## config.mk

```make
export PLATFORM = sky130hd
export DESIGN_NAME = rf_wport_arbiter
export DESIGN_NICKNAME = d
export VERILOG_FILES = /design/src/rtl/rf_wport_arbiter_pkg.sv /design/src/rtl/rf_wport_arbiter_wport_fifo.sv /design/src/rtl/rf_wport_arbiter.sv
export SDC_FILE = /design/constraint.sdc
export NUM_CORES = 1
export LEC_CHECK = 0
export ABC_CLOCK_PERIOD_IN_PS = 4820
export BUFFER_PORTS_ARGS = -buffer_cell sky130_fd_sc_hd__buf_2
export CORE_MARGIN = 10
export CORE_UTILIZATION = 46
export CTS_CLUSTER_SIZE = 8
export DETAILED_ROUTE_END_ITERATION = 16
export PLACE_DENSITY_LB_ADDON = 0.3
export SLEW_MARGIN = 20
export SYNTH_ARGS = -nofsm -noshare
export SYNTH_HDL_FRONTEND = slang
export SYNTH_HIERARCHICAL = 1
export SYNTH_SLANG_ARGS = --single-unit
```

## constraint.sdc

```tcl
create_clock -name clk -period 4.82 [get_ports clk]
set_clock_uncertainty 0.1 [all_clocks]
set_input_delay 0.964 -clock clk [delete_from_list [all_inputs] [get_ports clk]]
set_output_delay 0.964 -clock clk [all_outputs]
set_load 0.01 [all_outputs]
```

## src/rtl/rf_wport_arbiter_pkg.sv

```systemverilog
`default_nettype none
// ============================================================================
// Module      : rf_wport_arbiter_pkg
// Description : Shared widths and the buffered MDU result entry type.
// Revision    : 1.0 - initial release
// ============================================================================
package rf_wport_arbiter_pkg;

    localparam int REG_W  = 5;
    localparam int DATA_W = 32;
    localparam logic [REG_W-1:0] REG_ZERO = 5'd0;

    typedef struct packed {
        logic              valid;
        logic [REG_W-1:0]  addr;
        logic [DATA_W-1:0] data;
    } wport_entry_t;

endpackage
`default_nettype wire

```

## src/rtl/rf_wport_arbiter_wport_fifo.sv

```systemverilog
`default_nettype none
// ============================================================================
// Module      : wport_fifo
// Description : MDU result buffer with per-entry valid bits and address kill.
// Revision    : 1.0 - initial release
// ============================================================================
module wport_fifo
    import rf_wport_arbiter_pkg::*;
#(
    parameter int DEPTH   = 2,
    parameter int PTR_W   = $clog2(DEPTH),
    parameter int COUNT_W = PTR_W + 1
) (
    input  logic               clk,
    input  logic               rst,
    input  logic               push,
    input  wport_entry_t       push_entry,
    input  logic               pop,
    input  logic               kill_en,
    input  logic [REG_W-1:0]   kill_addr,
    output wport_entry_t       head,
    output logic [COUNT_W-1:0] count
);

    wport_entry_t       r_mem [DEPTH];
    logic [PTR_W-1:0]   r_rd_ptr;
    logic [PTR_W-1:0]   r_wr_ptr;
    logic [COUNT_W-1:0] r_count;

    assign head  = r_mem[r_rd_ptr];
    assign count = r_count;

    always_ff @(posedge clk) begin
        if (rst) begin
            r_rd_ptr <= '0;
            r_wr_ptr <= '0;
            r_count  <= '0;
            for (int i = 0; i < DEPTH; i++) begin
                r_mem[i].valid <= 1'b0;
            end
        end else begin
            // A younger WB write to the same register supersedes the buffered result.
            for (int i = 0; i < DEPTH; i++) begin
                if (kill_en && r_mem[i].valid && (r_mem[i].addr == kill_addr)) begin
                    r_mem[i].valid <= 1'b0;
                end
            end
            if (pop) begin
                r_mem[r_rd_ptr].valid <= 1'b0;
                r_rd_ptr              <= r_rd_ptr + 1'b1;
            end
            if (push) begin
                r_mem[r_wr_ptr] <= push_entry;
                r_wr_ptr        <= r_wr_ptr + 1'b1;
            end
            case ({push, pop})
                2'b10:   r_count <= r_count + 1'b1;
                2'b01:   r_count <= r_count - 1'b1;
                default: r_count <= r_count;
            endcase
        end
    end

endmodule
`default_nettype wire

```

## src/rtl/rf_wport_arbiter.sv

```systemverilog
`default_nettype none
// ============================================================================
// Module      : rf_wport_arbiter
// Description : Regfile write-port arbiter: WB priority, buffered MDU results.
// Revision    : 1.0 - initial release
// ============================================================================
module rf_wport_arbiter
    import rf_wport_arbiter_pkg::*;
#(
    parameter int DEPTH    = 2,
    parameter int MAX_WAIT = 4,
    parameter int CNT_W    = 3
) (
    input  logic              clk,
    input  logic              rst,
    input  logic              wb_we,
    input  logic [REG_W-1:0]  wb_waddr,
    input  logic [DATA_W-1:0] wb_wdata,
    input  logic              mdu_valid,
    output logic              mdu_ready,
    input  logic [REG_W-1:0]  mdu_waddr,
    input  logic [DATA_W-1:0] mdu_wdata,
    output logic              rf_we,
    output logic [REG_W-1:0]  rf_waddr,
    output logic [DATA_W-1:0] rf_wdata,
    output logic              stall_req,
    output logic              mdu_pending
);

    localparam int PTR_W   = $clog2(DEPTH);
    localparam int COUNT_W = PTR_W + 1;
    localparam logic [COUNT_W-1:0] c_DEPTH    = COUNT_W'(DEPTH);
    localparam logic [CNT_W-1:0]   c_MAX_WAIT = CNT_W'(MAX_WAIT);

    logic               w_wb_act;
    logic               w_push;
    logic               w_pop;
    wport_entry_t       w_push_entry;
    wport_entry_t       w_head;
    logic [COUNT_W-1:0] w_count;
    logic [CNT_W-1:0]   r_wait_cnt;
    logic               r_stall_req;

    assign w_wb_act    = wb_we && (wb_waddr != REG_ZERO);
    assign mdu_ready   = (w_count < c_DEPTH);
    assign mdu_pending = (w_count != '0);
    assign w_push      = mdu_valid && mdu_ready;
    assign w_pop       = !w_wb_act && mdu_pending;
    assign stall_req   = r_stall_req;

    // $0 results and results already overwritten by this cycle's WB go in invalid.
    assign w_push_entry.valid = (mdu_waddr != REG_ZERO)
                              && !(w_wb_act && (mdu_waddr == wb_waddr));
    assign w_push_entry.addr  = mdu_waddr;
    assign w_push_entry.data  = mdu_wdata;

    wport_fifo #(
        .DEPTH (DEPTH)
    ) u_fifo (
        .clk        (clk),
        .rst        (rst),
        .push       (w_push),
        .push_entry (w_push_entry),
        .pop        (w_pop),
        .kill_en    (w_wb_act),
        .kill_addr  (wb_waddr),
        .head       (w_head),
        .count      (w_count)
    );

    always_comb begin
        rf_we    = 1'b0;
        rf_waddr = REG_ZERO;
        rf_wdata = '0;
        if (w_wb_act) begin
            rf_we    = !rst;
            rf_waddr = wb_waddr;
            rf_wdata = wb_wdata;
        end else if (mdu_pending && w_head.valid) begin
            rf_we    = !rst;
            rf_waddr = w_head.addr;
            rf_wdata = w_head.data;
        end
    end

    always_ff @(posedge clk) begin
        if (rst) begin
            r_wait_cnt  <= '0;
            r_stall_req <= 1'b0;
        end else begin
            if (w_pop || !mdu_pending) begin
                r_wait_cnt <= '0;
            end else if (r_wait_cnt < c_MAX_WAIT) begin
                r_wait_cnt <= r_wait_cnt + 1'b1;
            end
            if (w_pop) begin
                r_stall_req <= 1'b0;
            end else if (r_wait_cnt == c_MAX_WAIT) begin
                r_stall_req <= 1'b1;
            end
        end
    end

endmodule
`default_nettype wire

```

==> flow_summary.yaml, run 1 <==
run_status:
  status: "finished, final reports clean"
placed_design:
  portBuffers: 118
  gp_congestion: 0.792
  dpl.hpwl_um: 6440
  pre_cts_slack_ns: 0.973
  placed_cells: 537
  place_area_um2: 4610
cts:
  numCtsBuffers: 9
  post_cts_buffers: 0
  root_buffer: "clkbuf_8"
  cts_tree: "built"
  clk_latency_ns: 0.34
  cts_max_path_buffers: 2
  clkTransAtPathRegs_ns: 0.08
  post_cts_resized: 0
  holdBufCountCts: 0
  htree_levels: 3
  clock_sinks: 85
worst_setup_path:
  r2r_start: "u_fifo/count[0]$_SDFFE_PP0P_"
  r2r_slack_ns: 2.81
  startpoint: "wb_waddr[1]"
  endpoint_kind: "primary output"
  cp-start-kind: "input pin"
  crit_end: "rf_we"
  cp_slowest_cell: "or4_4"
  worstSetupPathType: "in2out"
  cp_max_fo: 36
  cp_slowest_stage_delay_ns: 0.55
  crit_path_cell_trace: "buf_2 -> or4_4 -> o21ai_4 -> buf_4 -> inv_2 -> nor2_1 -> nor2_1 -> buf_2"
  r2r_cells: 5
  crit_buf_inv: 4
  critical_path_required_ns: 3.76
  crit_family: "buffers and inverters"
  r2r-end: "u_fifo/count[1]$_SDFFE_PP0P_"
  cp.depth: 8
  critPathArrivalTime_ns: 2.77
drt:
  dr.pass1.iters: 4
  vias_per_cell: 5.08
  ant_nets: 0
  drt-initial-drc-count: 119
  wl_per_cell_um: 16.6
  drc: 0
  wl_um: 9180
  route.vias.total: 2817
power:
  switching_power_mw: 0.586
  vdd_drop_max_mv: 0.190
  pwr-share-comb_pct: 26.9
  p_seq_share_pct: 45.5
  intPower_mw: 1.46
  cellPowerDensity_nw_per_um2: 422
  swShare_pct: 28.7
  p_total_mw: 2.04
  p_clk_share_pct: 27.6
  power_leakage_nw: 2.05
synthesis:
  synth_area_leader_cell: "edfxtp_1"
  syn_area_um2: 3930
  synth_top_cell_area_share_pct: 58.0
  synth.yosys.warnings: 6
  synth_fp_nets: 406
  synth-seq-area-share_pct: 62.6
  netlist_instances: 325
  ys_ff_latch: 85
  ys_top_cells_by_area: "edfxtp_1 (58%), mux2_2 (10%), nand2_1 (7.3%), nand3_1 (4.8%), dfxtp_1 (4.6%)"
  post_synth.cell_area_avg_um2: 12.1
  synth_cell_types: 32
global_routing:
  grt_usage_pct: 14.3
  grt_max_degree: 40
  gr-total-overflow: 0
  antenna_found_initial: 1
  grt_pass1_vias: 3097
  grt_pass1_wl_um: 14800
timing:
  rsz0062_at_grt: "no"
  worst_pin_slew_ns: 0.945
  fmax_mhz: 260
  hold_viol_final: 0
  setup_viol: 0
  min_period_ns: 3.84
  fin_crit_sh_pct: 79.6
  hold_slack_ns: 0.441
  slew_headroom_pct: 36.9
  drv_slew: 0
  fin_setup_tns_ns: 0
  layout_setup_ws_ns: 0.981
floorplan:
  die_y_um: 112
  ios: 119
  rows: 33
  start_util_pct: 47.6
  die-area_um2: 12600
  core-area_um2: 8260
  die_w_um: 112
cells_and_area:
  final_core_util_pct: 58.6
  nNetsFinal: 524
  finalNonFillerCells: 554
  area_growth_pct: 23.1
  layout-drive-gt1-share_pct: 40.6
  design_area_um2: 4840
hold_path:
  hold_path_class: "reg2reg"
job:
  maxCapViolations: 0
metal layers:
layer,routed length [µm],GRT usage [%]
met1,3920,16.2
met2,4480,24.3
met3,725,6.55
met4,63,3.13
met5,0,0
final cells by class:
class                   count  area [µm²]
flip-flops and latches     85        2460
clock inverters             5        82.6
clock buffers              11         151
diodes                      1        2.50
repair buffers            123         628
inverters                  13        48.8
multi-input cells         211        1330
fillers                   720        3420
well taps                 105         131
logic make-up after synthesis:
family	share of synthesized area (%)
buffers and inverters	3.91
flip-flops	62.6
multiplexers	10.6
AND/OR/NAND/NOR	15.7
XOR/XNOR	3.12
adder cells (fa/ha/maj)	0.955
AO/OA/AOI/OAI	3.18
layout by cell type, fill, tap and decap left out, types with 2 or more instances in the layout:
cell type / Yosys / routed
buf_2: 6 / 118
nand2_1: 76 / 76
edfxtp_1: 76 / 76
nand3_1: 38 / 38
mux2_2: 36 / 36
inv_1: 12 / 12
clkbuf_8: 0 / 11
nor2_1: 10 / 10
xor2_1: 8 / 8
dfxtp_1: 9 / 8
xnor2_1: 6 / 6
nor4_1: 6 / 6
buf_4: 4 / 5
a21oi_1: 3 / 3
ha_1: 3 / 3
clkinvlp_4: 0 / 3
o21ai_0: 3 / 3
o22ai_1: 3 / 3
nor3_1: 3 / 2
bufinv_16: 0 / 2
a222oi_1: 2 / 2
o211ai_1: 2 / 2
a211o_1: 2 / 2
and2_1: 2 / 2
power groups by stage:
stage | Clock (mW) | Sequential (mW) | Combinational (mW)
floorplan | 0 | 0.942 | 0.382
global placement | 0 | 0.941 | 0.546
detailed placement | 0 | 0.947 | 0.556
CTS | 0.578 | 0.931 | 0.560
global route | 0.612 | 0.939 | 0.606
finish | 0.564 | 0.930 | 0.549
synth_stat cells, drive strengths merged:
cell type / count
a211o: 2
a21o: 1
a21oi: 3
a222oi: 2
and2: 2
buf: 14
clkbuf: 2
dfxtp: 9
edfxtp: 76
ha: 3
inv: 13
mux2: 36
mux2i: 1
nand2: 76
nand3: 38
nor2: 10
nor2b: 2
nor3: 3
nor3b: 1
nor4: 6
o211ai: 2
o21ai: 4
o22ai: 3
or3: 1
or4: 1
xnor2: 6
xor2: 8
worst reg2reg max path: stages, from the launching register on:
cell and delay [ns]:
dfxtp_1 0.34, nor2_1 0.42, nor2_1 0.21, ha_1 0.37, or3_1 0.35, a21oi_1 0.16
state kept, by name, summed over array words and instances, names as in the netlist, named ones only:
signal and cells:
u_fifo/count 2, u_fifo/r_rd_ptr 1, u_fifo/r_mem 76, u_fifo/r_wr_ptr 1, stall_req 1, r_wait_cnt 3
worst min-delay path by stage:
stage | end | cells past startpoint | startpoint
floorplan | u_fifo/count[1]$_SDFFE_PP0P_ | 2 | u_fifo/count[1]$_SDFFE_PP0P_
global placement | stall_req$_SDFFE_PP0P_ | 2 | stall_req$_SDFFE_PP0P_
detailed placement | stall_req$_SDFFE_PP0P_ | 2 | stall_req$_SDFFE_PP0P_
CTS | stall_req$_SDFFE_PP0P_ | 2 | stall_req$_SDFFE_PP0P_
global route | stall_req$_SDFFE_PP0P_ | 2 | stall_req$_SDFFE_PP0P_
finish | stall_req$_SDFFE_PP0P_ | 2 | stall_req$_SDFFE_PP0P_
Power figures use the tool's default switching activity.
==> run 2, diff against run 1 <==
--- a/config.mk
+++ b/config.mk
@@ -5,10 +5,11 @@
 export SDC_FILE = /design/constraint.sdc
 export NUM_CORES = 1
 export LEC_CHECK = 0
-export ABC_CLOCK_PERIOD_IN_PS = 4820
+export ABC_AREA = 1
+export ABC_CLOCK_PERIOD_IN_PS = 3300
 export BUFFER_PORTS_ARGS = -buffer_cell sky130_fd_sc_hd__buf_2
 export CORE_MARGIN = 10
-export CORE_UTILIZATION = 46
+export CORE_UTILIZATION = 47
 export CTS_CLUSTER_SIZE = 8
 export DETAILED_ROUTE_END_ITERATION = 16
 export PLACE_DENSITY_LB_ADDON = 0.3
==> constraint.sdc (replaced) <==
create_clock -name clk -period 3.3 [get_ports clk]
set_clock_uncertainty 0.1 [all_clocks]
set_input_delay 0.66 -clock clk [delete_from_list [all_inputs] [get_ports clk]]
set_output_delay 0.66 -clock clk [all_outputs]
set_load 0.01 [all_outputs]
==> run 2 against run 1 <==
Synthesized cell count increased by 22%. Final area up 5.8%. Count of clock-buffer cells in the layout grew 1. Global-route usage decreased by 0.11 points. Non-clock buffer count did not move. Routed wire length rose by 3.4%. Core utilization decreased by 0.18 points. Sequential share of layout area decreased by 2.8 points. Sequential power is 42% higher. Critical path type is now reg2out. Critical endpoint is now rf_waddr[3]. Highest routed layer unchanged.
==> flow_summary.yaml, run 2 <==
global_routing:
  grt_max_degree: 43
  grt_usage_pct: 14.2
  grt_pass1_vias: 3264
  antenna_found_initial: 1
  grt_pass1_wl_um: 15200
  gr-total-overflow: 0
cells_and_area:
  nNetsFinal: 596
  layout-drive-gt1-share_pct: 34.0
  fillerInstances: 771
  multi_input_area_um2: 1480
  area_growth_pct: 20.2
  mostFrequentLayoutCells: "nand2_1 (118), buf_2 (118), edfxtp_1 (76), nand3_1 (42), inv_1 (41)"
  largest-register: "u_fifo/r_mem"
  largest_register_ffs: 76
  ff_latch_area_um2: 2460
  design_area_um2: 5120
cts:
  clock_sinks: 85
  clk_latency_ns: 0.34
  holdBufCountCts: 0
  post_cts_buffers: 0
  cts_tree: "built"
  root_buffer: "clkbuf_8"
  cts_max_path_buffers: 2
  post_cts_resized: 0
  clkTransAtPathRegs_ns: 0.07
  numCtsBuffers: 9
  htree_levels: 3
floorplan:
  ios: 119
  core-area_um2: 8760
  die_y_um: 115
  die-area_um2: 13300
  rows: 34
  die_w_um: 115
  start_util_pct: 48.6
placed_design:
  place_area_um2: 4880
  gp_congestion: 0.829
  dpl.hpwl_um: 6870
  portBuffers: 118
synthesis:
  post_synth.cell_area_avg_um2: 10.7
  synth_fp_nets: 478
  synth_ff_type: "edfxtp_1"
  synth.yosys.warnings: 6
  netlist_instances: 397
  synth_edf_count: 76
  syn_area_um2: 4260
  async_flop_share_pct: 0
  synth_area_leader_cell: "edfxtp_1"
  ys_top_cells_by_area: "edfxtp_1 (54%), mux2_4 (11%), nand2_1 (10%), nand3_1 (4.9%), dfxtp_1 (4.2%)"
  synth_top_cell_area_share_pct: 53.6
  synth_most_common_cell: "nand2_1"
  synth-seq-area-share_pct: 57.8
  synth_common_cells: "nand2_1 (118), edfxtp_1 (76), nand3_1 (42), inv_1 (41), mux2_4 (30)"
  synth_cell_types: 28
  ys_ff_latch: 85
worst_setup_path:
  critical_path_required_ns: 2.54
  endpoint_kind: "primary output"
  crit_path_cell_trace: "mux2_4 -> inv_1 -> nor2_4 -> nand3_1 -> o21ai_0 -> buf_2"
  worstSetupPathType: "reg2out"
  cp-start-kind: "register"
  cp_slowest_cell: "nor2_4"
  critPathArrivalTime_ns: 2.08
  cp_slowest_stage_delay_ns: 0.71
  cp_max_fo: 38
timing:
  setup_viol: 0
  fin_setup_tns_ns: 0
  worst_pin_slew_ns: 0.910
  slew_headroom_pct: 39.2
  hold_viol_final: 0
  rsz0062_at_grt: "no"
  min_period_ns: 2.84
  fin_crit_sh_pct: 85.9
  fmax_mhz: 353
  drv_slew: 0
drt:
  drc: 0
  wl_per_cell_um: 15.1
  drt-initial-drc-count: 141
  vias_per_cell: 4.93
  ant_nets: 0
  dr.pass1.iters: 4
  wl_um: 9500
  route.vias.total: 3099
power:
  p_total_mw: 2.94
  vdd_drop_max_mv: 0.255
  power_leakage_nw: 2.40
  cellPowerDensity_nw_per_um2: 574
run_status:
  status: "finished, final reports clean"
hold_path:
  hold_path_class: "reg2reg"
job:
  maxCapViolations: 0
## run 2: changes by cell type in the layout (fill, tap and decap cells not counted), sizes merged, moves of 5 or more
cell | before | now
nand2 | 76 | 119
inv | 13 | 42
xor2 | 8 | 1
xnor2 | 6 | 1
nor4 | 6 | 1
o21ai | 4 | 11
nor2 | 10 | 30
## run 2: worst paths after layout
check                                  end  slack [ns]  depth (start not counted)                         startpoint
min           u_fifo/r_wr_ptr$_SDFFE_PP0P_        0.39                          2       u_fifo/r_wr_ptr$_SDFFE_PP0P_
min reg2reg   u_fifo/r_wr_ptr$_SDFFE_PP0P_        0.39                          2       u_fifo/r_wr_ptr$_SDFFE_PP0P_
max                            rf_waddr[3]        0.46                          6  u_fifo/r_mem[1][37]$_SDFFCE_PN0P_
max reg2reg  u_fifo/r_mem[0][35]$_DFFE_PP_        1.35                          6       u_fifo/count[1]$_SDFFE_PP0P_
## run 2: area by class of cell
class,instances,share of cell area [%]
diodes,1,0.0489
clock buffers,12,2.83
clock inverters,4,1.86
inverters,42,3.13
multi-input cells,254,28.9
flip-flops and latches,85,48.1
well taps,108,2.64
repair buffers,123,12.5
## run 2: metal layers
layer | global-route usage [%] | part of all wire [%] | vias to the layer above | wire length (µm)
met5 | 0 | 0 | - | 0
met4 | 4.79 | 0.86 | 0 | 82
met2 | 24.5 | 50 | 100 | 4780
met1 | 16.4 | 42 | 1429 | 3950
li1 | - | - | 1560 | -
met3 | 4.32 | 7.2 | 10 | 688
## run 2: per-stage QoR
stage	setup slack [ns]	cells	hold slack, ns	utilization [%]
2_1_floorplan	0.399	397	0.361	-
3_3_place_gp	0.551	612	0.378	55.7
3_5_place_dp	0.529	612	0.380	55.7
4_1_cts	0.428	628	0.391	58.4
5_1_grt	0.274	628	0.390	58.4
6_report	0.465	629	0.393	58.5
## run 2: critical path, delay by kind of cell, from the launching register on
kind                   cells  cell delay, ns
AND/OR/NAND/NOR            2            0.88
flip-flops                 1            0.37
buffers and inverters      2            0.22
multiplexers               1            0.15
AO/OA/AOI/OAI              1            0.13
## run 2: cell families (layout without fill, tap and decap cells)
| logic type | Yosys count | after routing | share of synthesized area, % |
|---|---|---|---|
| adder cells (fa/ha/maj) | 3 | 3 | 0.881 |
| buffers and inverters | 58 | 181 | 7.84 |
| XOR/XNOR | 2 | 2 | 0.411 |
| other | 0 | 1 | 0 |
| AND/OR/NAND/NOR | 197 | 197 | 19.3 |
| AO/OA/AOI/OAI | 18 | 18 | 2.20 |
| flip-flops | 85 | 85 | 57.8 |
| multiplexers | 34 | 34 | 11.6 |
## run 2: power breakdown
group	total (mW)	switching (mW)	internal [mW]
Combinational	0.756	0.427	0.330
Sequential	1.32	0.0376	1.28
Clock	0.865	0.342	0.523
==> run 3, diff against run 2 <==
--- a/config.mk
+++ b/config.mk
@@ -6,10 +6,10 @@
 export NUM_CORES = 1
 export LEC_CHECK = 0
 export ABC_AREA = 1
-export ABC_CLOCK_PERIOD_IN_PS = 3300
+export ABC_CLOCK_PERIOD_IN_PS = 3000
 export BUFFER_PORTS_ARGS = -buffer_cell sky130_fd_sc_hd__buf_2
 export CORE_MARGIN = 10
-export CORE_UTILIZATION = 47
+export CORE_UTILIZATION = 50
 export CTS_CLUSTER_SIZE = 8
 export DETAILED_ROUTE_END_ITERATION = 16
 export PLACE_DENSITY_LB_ADDON = 0.3
==> constraint.sdc (replaced) <==
create_clock -name clk -period 3 [get_ports clk]
set_clock_uncertainty 0.1 [all_clocks]
set_input_delay 0.6 -clock clk [delete_from_list [all_inputs] [get_ports clk]]
set_output_delay 0.6 -clock clk [all_outputs]
set_load 0.01 [all_outputs]
==> run 3 against run 2 <==
Power is 7.7% higher. Critical path depth rose by 1. Via count is 0.90% higher. Core utilization grew 3.2 points. Setup slack got worse by 0.21 ns. Cell count is 0.32% lower. Critical endpoint is now rf_wdata[28]. Largest cell class unchanged.
==> flow_summary.yaml, run 3 (synthesis gave the netlist of run 2 again) <==
cells_and_area:
  largest_register_ffs: 76
  layout-drive-gt1-share_pct: 34.5
  mostFrequentLayoutCells: "nand2_1 (118), buf_2 (118), edfxtp_1 (76), nand3_1 (42), inv_1 (41)"
  fillerInstances: 697
  multi_input_area_um2: 1480
  final_core_util_pct: 61.7
  area_growth_pct: 19.6
  finalNonFillerCells: 627
  largest-register: "u_fifo/r_mem"
  nNetsFinal: 598
  num_antenna_cells: 0
  ff_latch_area_um2: 2460
global_routing:
  grt_pass1_wl_um: 15900
  gr-total-overflow: 0
  grt_max_degree: 43
  antenna_found_initial: 0
  grt_pass1_vias: 3391
  grt_usage_pct: 15.2
cts:
  cts_tree: "built"
  htree_levels: 3
  post_cts_resized: 1
  clkTransAtPathRegs_ns: 0.08
  numCtsBuffers: 9
  clock_sinks: 85
  root_buffer: "clkbuf_8"
  holdBufCountCts: 0
  post_cts_buffers: 0
  cts_max_path_buffers: 2
  clk_latency_ns: 0.35
placed_design:
  portBuffers: 118
  placed_cells: 611
  dpl.hpwl_um: 7040
  gp_congestion: 0.842
power:
  p_seq_share_pct: 45.8
  p_total_mw: 3.17
  vdd_drop_max_mv: 0.350
  switching_power_mw: 0.922
  intPower_mw: 2.25
  swShare_pct: 29.1
  pwr-share-comb_pct: 26.6
  cellPowerDensity_nw_per_um2: 622
  p_clk_share_pct: 27.6
  power_leakage_nw: 2.40
drt:
  drt-initial-drc-count: 142
  route.vias.total: 3127
  wl_um: 9630
  dr.pass1.iters: 4
  vias_per_cell: 4.99
  drc: 0
  wl_per_cell_um: 15.4
  ant_nets: 0
worst_setup_path:
  cp_max_fo: 20
  critPathArrivalTime_ns: 2.04
  crit_path_cell_trace: "mux2_4 -> inv_1 -> nor2_4 -> buf_4 -> nand3_1 -> nand2_1 -> buf_2"
  critical_path_required_ns: 2.30
  cp_slowest_cell: "nor2_4"
  cp_slowest_stage_delay_ns: 0.43
  worstSetupPathType: "reg2out"
  endpoint_kind: "primary output"
  cp-start-kind: "register"
timing:
  rsz0062_at_grt: "no"
  worst_pin_slew_ns: 0.703
  fin_crit_sh_pct: 91.4
  setup_viol: 0
  drv_slew: 0
  hold_viol_final: 0
  hold_slack_ns: 0.333
  min_period_ns: 2.74
  fmax_mhz: 365
  slew_headroom_pct: 53.1
  fin_setup_tns_ns: 0
floorplan:
  start_util_pct: 51.6
  die_y_um: 112
  die_w_um: 112
  ios: 119
  rows: 33
  core-area_um2: 8260
  die-area_um2: 12600
hold_path:
  hold_path_class: "in2reg"
run_status:
  status: "finished, final reports clean"
job:
  maxCapViolations: 0
run 3: path summary, 6_finish.rpt:
| path | cells past startpoint | endpoint | slack [ns] | from |
|---|---|---|---|---|
| worst max register to register | 6 | u_fifo/r_mem[1][37]$_SDFFCE_PN0P_ | 1.28 | u_fifo/count[1]$_SDFFE_PP0P_ |
| worst min-delay path | 1 | u_fifo/r_mem[0][27]$_DFFE_PP_ | 0.33 | mdu_wdata[27] |
| worst min register to register | 2 | u_fifo/r_wr_ptr$_SDFFE_PP0P_ | 0.39 | u_fifo/r_wr_ptr$_SDFFE_PP0P_ |
| worst max-delay path | 7 | rf_wdata[28] | 0.26 | register |
run 3: layout make-up:
cell class	count	area share, %
Sequential cell	85	48.4
Multi-Input combinational cell	254	29.1
Timing Repair Buffer	125	12.6
Inverter	42	3.14
Tap cell	105	2.58
Clock buffer	10	2.51
Clock inverter	6	1.72
run 3: worst max-delay path, delay by kind of cell, from the launching register on:
| family | cells | cell delay, ns |
|---|---|---|
| buffers and inverters | 3 | 0.52 |
| flip-flops | 1 | 0.34 |
| multiplexers | 1 | 0.18 |
| AND/OR/NAND/NOR | 3 | 0.65 |
run 3: stage by stage:
step	area [µm²]	setup WS (ns)
CTS	5090	0.240
floorplan	4270	0.159
global placement	4870	0.395
detailed placement	4870	0.335
global route	5090	0.112
finish	5090	0.258
run 3: power groups by stage:
stage	Combinational [mW]	Sequential, mW	Clock [mW]
after floorplan	0.653	1.47	0
after global placement	0.820	1.47	0
after detailed placement	0.843	1.48	0
after CTS	0.852	1.45	0.890
after global routing	0.927	1.46	0.949
final	0.842	1.45	0.874
run 3: metal layers:
metal	GRT usage (%)	up-vias	share of wire (%)
met5	0	-	0
li1	-	1568	-
met2	25.4	104	47
met4	5.41	0	1.1
met3	4.58	11	7.1
met1	18.3	1444	44
